[config.mk]
export PLATFORM = sky130hd
export DESIGN_NAME = mux_capture_fifo
export DESIGN_NICKNAME = d
export VERILOG_FILES = /design/src/rtl/mux_capture_pkg.sv /design/src/rtl/mux_capture_ram.sv /design/src/rtl/mux_capture_fifo.sv
export SDC_FILE = /design/constraint.sdc
export NUM_CORES = 1
export LEC_CHECK = 0
export ABC_AREA = 1
export CORE_UTILIZATION = 45
export DETAILED_ROUTE_END_ITERATION = 7
export GPL_TIMING_DRIVEN = 0
export PLACE_DENSITY = 0.78
export SLEW_MARGIN = 20
export SYNTH_ARGS = -nofsm -noshare
export SYNTH_HDL_FRONTEND = slang
export SYNTH_HIERARCHICAL = 1
export SYNTH_SLANG_ARGS = --single-unit
[constraint.sdc]
create_clock -name clk -period 3.8 [get_ports clk]
set_input_delay 0.38 -clock clk [delete_from_list [all_inputs] [get_ports clk]]
set_output_delay 0.38 -clock clk [all_outputs]
set_load 0.02 [all_outputs]
[src/rtl/mux_capture_pkg.sv]
// mux_capture_pkg: shared default sizes and the stored entry layout for the mux capture FIFO
package mux_capture_pkg;
    localparam int DEFAULT_WIDTH = 2;
    localparam int DEFAULT_DEPTH = 4;
    typedef struct packed {
        logic                     sel;
        logic [DEFAULT_WIDTH-1:0] data;
    } entry_t;
endpackage

[src/rtl/mux_capture_ram.sv]
// mux_capture_ram: DEPTH x W storage with one synchronous write port and one asynchronous read port
// Ports: clk; we/waddr/wdata write on the rising edge; raddr/rdata read combinationally
module mux_capture_ram #(
    parameter int W = 3,
    parameter int DEPTH = 4,
    localparam int AW = $clog2(DEPTH)
) (
    input  logic          clk,
    input  logic          we,
    input  logic [AW-1:0] waddr,
    input  logic [W-1:0]  wdata,
    input  logic [AW-1:0] raddr,
    output logic [W-1:0]  rdata
);
    logic [W-1:0] mem [DEPTH];
    always_ff @(posedge clk) begin
        if (we) mem[waddr] <= wdata;
    end
    assign rdata = mem[raddr];
endmodule

[src/rtl/mux_capture_fifo.sv]
// mux_capture_fifo: captures {in_sel, in_d} words from an upstream mux into a DEPTH-entry FIFO
// Ports: clk, rst (sync, active-high); in_valid/in_ready/in_sel/in_d push side;
//        out_valid/out_ready/out_sel/out_d pop side; count occupancy; overflow sticky push-while-full.
// Optional: define MUX_CAPTURE_DROP_CNT_EN to add drop_cnt[7:0], a saturating count of dropped pushes.
module mux_capture_fifo
    import mux_capture_pkg::*;
#(
    parameter int WIDTH = DEFAULT_WIDTH,
    parameter int DEPTH = DEFAULT_DEPTH,
    localparam int AW = $clog2(DEPTH)
) (
    input  logic             clk,
    input  logic             rst,
    input  logic             in_valid,
    input  logic             in_sel,
    input  logic [WIDTH-1:0] in_d,
    output logic             in_ready,
    output logic             out_valid,
    input  logic             out_ready,
    output logic             out_sel,
    output logic [WIDTH-1:0] out_d,
    output logic [AW:0]      count,
    output logic             overflow
`ifdef MUX_CAPTURE_DROP_CNT_EN
    ,
    output logic [7:0]       drop_cnt
`endif
);
    logic [AW-1:0] wr_ptr, rd_ptr;
    logic [WIDTH:0] rd_entry;
    logic full, push, pop;

    assign full      = count == (AW+1)'(DEPTH);
    assign in_ready  = !full;
    assign out_valid = count != '0;
    assign push      = in_valid && in_ready;
    assign pop       = out_valid && out_ready;
    assign out_sel   = rd_entry[WIDTH];
    assign out_d     = rd_entry[WIDTH-1:0];

    // A push during rst lands in storage but is discarded because the pointers reset.
    mux_capture_ram #(.W(WIDTH + 1), .DEPTH(DEPTH)) u_ram (
        .clk   (clk),
        .we    (push),
        .waddr (wr_ptr),
        .wdata ({in_sel, in_d}),
        .raddr (rd_ptr),
        .rdata (rd_entry)
    );

    // Power-of-two DEPTH lets the pointers wrap by natural overflow.
    always_ff @(posedge clk) begin
        if (rst) begin
            wr_ptr   <= '0;
            rd_ptr   <= '0;
            count    <= '0;
            overflow <= 1'b0;
        end else begin
            if (push) wr_ptr <= wr_ptr + 1'b1;
            if (pop) rd_ptr <= rd_ptr + 1'b1;
            count    <= count + {{AW{1'b0}}, push} - {{AW{1'b0}}, pop};
            overflow <= overflow | (in_valid & full);
        end
    end

`ifdef MUX_CAPTURE_DROP_CNT_EN
    always_ff @(posedge clk) begin
        if (rst) drop_cnt <= '0;
        else if (in_valid && full && drop_cnt != 8'hFF) drop_cnt <= drop_cnt + 8'd1;
    end
`endif
endmodule

==> Yosys cells after proc, flatten, opt, wreduce, memory -nomap -nowiden <==
Memory sizes are Yosys's and may differ from the RTL's. A register that Yosys moved wholly into a read port is not among the register bits.
Cells that the tools add are included.
{ "word_totals": {"ff_bits": 8, "latch_bits": 0, "mem_bits_rw": 12, "mem_bits_ro": 0, "in_bits": 7, "output_inout_bits": 9, "word_cells": 20, "n_memories": 1} }
{ "mem_list": {"columns": ["name", "words", "width", "read_ports", "rd_ports_with_merged_regs", "wr", "line", "source"], "rows": [
  ["u_ram.mem", 4, 3, 1, 1, 1, "mux_capture_ram.sv:15", "logic [W-1:0] mem [DEPTH];"]
]} }
{ "op_classes": {"addsub": 4, "mul": 0, "n_div": 0, "magnitude_cmp": 0, "n_eq_ne": 1, "shifts": 0, "mux": 4, "bitwise": 2, "reduce_logical": 4} }
{ "op_table": {"columns": ["cell", "n"], "rows": [
  ["$add 2x1->2 const B", 2],
  ["$mux 2", 2],
  ["$add 3x1->3", 1],
  ["$eq 3x3->1 const B", 1],
  ["$reduce_bool 3->1", 1],
  ["$sub 3x1->3", 1],
  ["$logic_and 1x1->1", 2],
  ["$mux 1", 2],
  ["$and 1x1->1", 1],
  ["$logic_not 1->1", 1],
  ["$or 1x1->1", 1]
]} }

==> Logic depth before layout (Yosys ltp) <==
{ "logic_depth": {"word_depth": 5, "depth_mapped": 10, "ltp_nobuf": 10} }

==> Hierarchy <==
Netlist, hierarchy kept.
{ "by_module_without_submodules": {"columns": ["module", "n_inst", "cells_each", "area_each_um2", "seq_area_each_um2"], "rows": [
  ["mux_capture_ram", 1, 54, 530.5, 360.3],
  ["mux_capture_fifo", 1, 54, 407.9, 160.2]
]} }

==> Worst setup path after synthesis <==
OpenSTA, ideal clock, no wires.
{ "synth_path": {"kind": "reg2reg", "start": "register count[1]", "end": "register count[2]", "setup_ns": 0.117, "arrival_time_ns": 1.870, "required_ns": 3.683, "slack_ns": 1.813, "stages_incl_launch_ff": 11, "path_buffers": 0, "synth_period_minus_slack_ns": 1.987, "cell_sequence": "dfxtp_1 > nor2_4 > nand2_4 > nand2_1 > ha_1 > inv_1 > ha_1 > inv_1 > fa_1 > o21ai_1 > nor2_1"} }
{ "synth_via": {"elab_chain_cells": 5, "elab_cells_between_ends": 7, "cone_classes": "2 x add/sub; 1 x eq/ne; 4 x reduce/logical"} }
{ "synth_rtl": {"columns": ["element", "line", "source"], "rows": [
  ["start, declared", "mux_capture_fifo.sv:22", "output logic [AW:0] count,"],
  ["start signal, assigned", "mux_capture_fifo.sv:61", "count <= count + {{AW{1'b0}}, push} - {{AW{1'b0}}, pop};"],
  ["$eq 3x3->1", "mux_capture_fifo.sv:33", "assign full = count == (AW+1)'(DEPTH);"],
  ["$logic_not 1->1", "mux_capture_fifo.sv:34", "assign in_ready = !full;"],
  ["net in_ready", "mux_capture_fifo.sv:17", "output logic in_ready,"],
  ["$logic_and 1x1->1", "mux_capture_fifo.sv:36", "assign push = in_valid && in_ready;"],
  ["$add 3x1->3", "mux_capture_fifo.sv:61", null],
  ["$sub 3x1->3", "mux_capture_fifo.sv:61", null]
]} }
The timed path passes the listed nets, and every way through them passes these cells.
A chain may end at the register's enable or synchronous reset.

==> results_dict.tcl <==
set metrics [dict create \
    criticalPathCategory "reg -> out" \
    synth-async-reset-ratio_pct 0 \
    setup-violations-final 0 \
    setup.worst_path.end_class "primary output" \
    synth_fa_ha_area_share_pct 4.80 \
    finalMaxSlewViolations 0 \
    grt-ovfl-total 0 \
    synth.most_common_cell "nand2_1" \
    fin_crit_sh_pct 55.5 \
    avgSynthCellArea_um2 8.69 \
    cp_max_fo 9 \
    stdcell_area_um2 1150 \
    status "finished, final reports clean" \
    synth_compound_area_share_pct 4.80 \
    crit_chain "inv_2 > nand2_1 > nand3_1 > nand2_1 > clkdlybuf4s50_1" \
    worstMarginPinSlew_ns 0.551 \
    first_iter_violations 12 \
    drt-pass1-iter-count 4 \
    synth_top_cells_by_area "edfxtp_1, dfxtp_1, nand2_1, inv_1, nand3_1" \
    synth_commonest_cells "nand2_1, inv_1, edfxtp_1" \
    synth-edff-count 12 \
    seq_area_frac_synth_pct 55.5 \
    ys_types 15 \
    core_region_area_um2 1960 \
    min_period_ns 2.11 \
    yosys.area_share.simple_pct 24.1 \
    maxCapViolations 0 \
    cp_common_cell "nand2_1" \
    cp-start-kind "flip-flop" \
    avgRoutedWirePerCell_um 11.1 \
    dp_hpwl_mm 1.29 \
    leakage_nw 0.522 \
    crit_slowest_cell "clkdlybuf4s50_1" \
    die-width_um 47.7 \
    ys_ff_latch 20 \
    die_h_um 47.7 \
    synth_ff_type "edfxtp_1" \
    antenna_found_initial 0 \
    layout-drive-gt1-share_pct 6.30 \
    antenna_left 0 \
    hp-class "reg -> reg" \
    grt_usage_pct 15.9 \
    gp_congestion 0.672 \
    max_freq_mhz 474 \
    grt_pass1_wl_mm 2.37 \
    vias_per_cell 4.69 \
    syn2layout_area_growth_pct 22.4 \
    path_clk_slew_ns 0.11 \
    synthCells 108 \
    synth_top_family_by_area "simple AND/OR/NAND/NOR gates" \
    dieArea_um2 2270 \
    clock-sinks 20 \
    syn_area_um2 938 \
    pwr_density_cell_nw_per_um2 672 \
    cts_tree "built" \
    crit_arrival_ns 1.73 \
    vias 723 \
    layout.nets 138 \
    rows 16 \
    start_util_pct 47.8 \
    drc 0 \
    grt_max_degree 12 \
    relSlewSlack_pct 63.0 \
    yosys_warnings 6 \
    fin_tns_setup_ns 0 \
    rsz0062_at_grt "false" \
    drt-total-wl_mm 1.70 \
    cts_setup_buffers 0 \
    skew_ns 0.00312 \
    placedInstanceArea_um2 1120 \
    cts_max_level 1 \
    ctsHoldBuffers 0 \
    clock_path_buffers 2 \
    irDropWorstVdd_v 0.000462 \
    numCtsBuffers 3 \
    hold_viol_final 0 \
    synth_xor_area_share_pct 0 \
    synth.top_cell.area_share_pct 38.4 \
    cts.repair.resized 0 \
    clock_latency_ns 0.29 \
    syn_nets 118 \
    synth.area.mux_share_pct 0 \
    max_stage_delay_ns 0.59 \
    cts_root_buffer "clkbuf_4" \
    grt_pass1_vias 574 \
    critical_path_required_ns 3.42 \
    ioPinCount 16 \
    yosys.area.top_type "edfxtp_1" \
    io_buffers 15 \
    antenna_cells 0 \
]
==> critical path: cells and delay by family (launching register included) <==
kind	cells	cell delay [ns]
buffers and inverters	2	0.70
flip-flops	1	0.52
AND/OR/NAND/NOR	3	0.22
==> kinds of logic (layout without fill, tap and decap cells) <==
group / count (synthesis) / count (layout)
AO/OA/AOI/OAI: 8 / 8
adder cells (fa/ha/maj): 3 / 3
buffers and inverters: 27 / 46
flip-flops: 20 / 20
AND/OR/NAND/NOR: 50 / 50
==> cell type report <==
class | count | area (um2)
clock buffers | 4 | 26.3
fillers | 189 | 813
inverters | 27 | 101
multi-input cells | 61 | 317
flip-flops and latches | 20 | 520
well taps | 27 | 33.8
repair buffers | 15 | 150
==> final timing paths <==
kind	from	end	slack [ns]	cells after the start
worst max-delay path	rd_ptr[0]$_SDFFE_PP0P_	out_d[0]	1.69	5
worst min-delay path	overflow$_SDFF_PP0_	overflow$_SDFF_PP0_	0.46	2
worst max register to register	count[1]$_SDFF_PP0_	count[2]$_SDFF_PP0_	1.80	9
worst min register to register	overflow$_SDFF_PP0_	overflow$_SDFF_PP0_	0.46	2
==> stage by stage <==
step / hold WS (ns) / power [W] / worst slack, ns / util [%] / std cells
after floorplan: 0.447 / 0.000537 / 1.81 / - / 108
after global placement: 0.440 / 0.000656 / 1.56 / 57.2 / 150
after detailed placement: 0.449 / 0.000676 / 1.48 / 57.2 / 150
after CTS: 0.465 / 0.000778 / 1.67 / 58.5 / 154
after global routing: 0.503 / 0.000827 / 1.55 / 58.5 / 154
final: 0.459 / 0.000772 / 1.69 / 58.5 / 154
==> placed cells by master (no fill, tap or decap), types with 3 or more instances in the layout <==
master,n
nand3_1,9
a21oi_1,5
edfxtp_1,12
clkbuf_4,3
nor3_1,4
nor2_1,7
dfxtp_1,8
nand2_1,27
clkdlybuf4s50_1,15
inv_1,25
==> sequential cells by signal, indices dropped and copies added, names as in the netlist <==
signal,cells
u_ram/mem,12
wr_ptr,2
overflow,1
count,3
rd_ptr,2
==> where the power goes <==
group | internal [W] | switching (W) | leakage, nW
clock | 0.0000408 | 0.0000602 | 0.0150
sequential | 0.000269 | 0.0000448 | 0.176
combinational | 0.000156 | 0.000202 | 0.331
==> metal layers <==
metal	global-route usage (%)	vias to the layer above	part of all wire (%)
met4	8.33	0	1.5
met1	17.9	326	44
met3	3.40	4	3.3
met2	28.2	20	51
met5	0	-	0
li1	-	373	-
(Power assumes the default switching activity.)
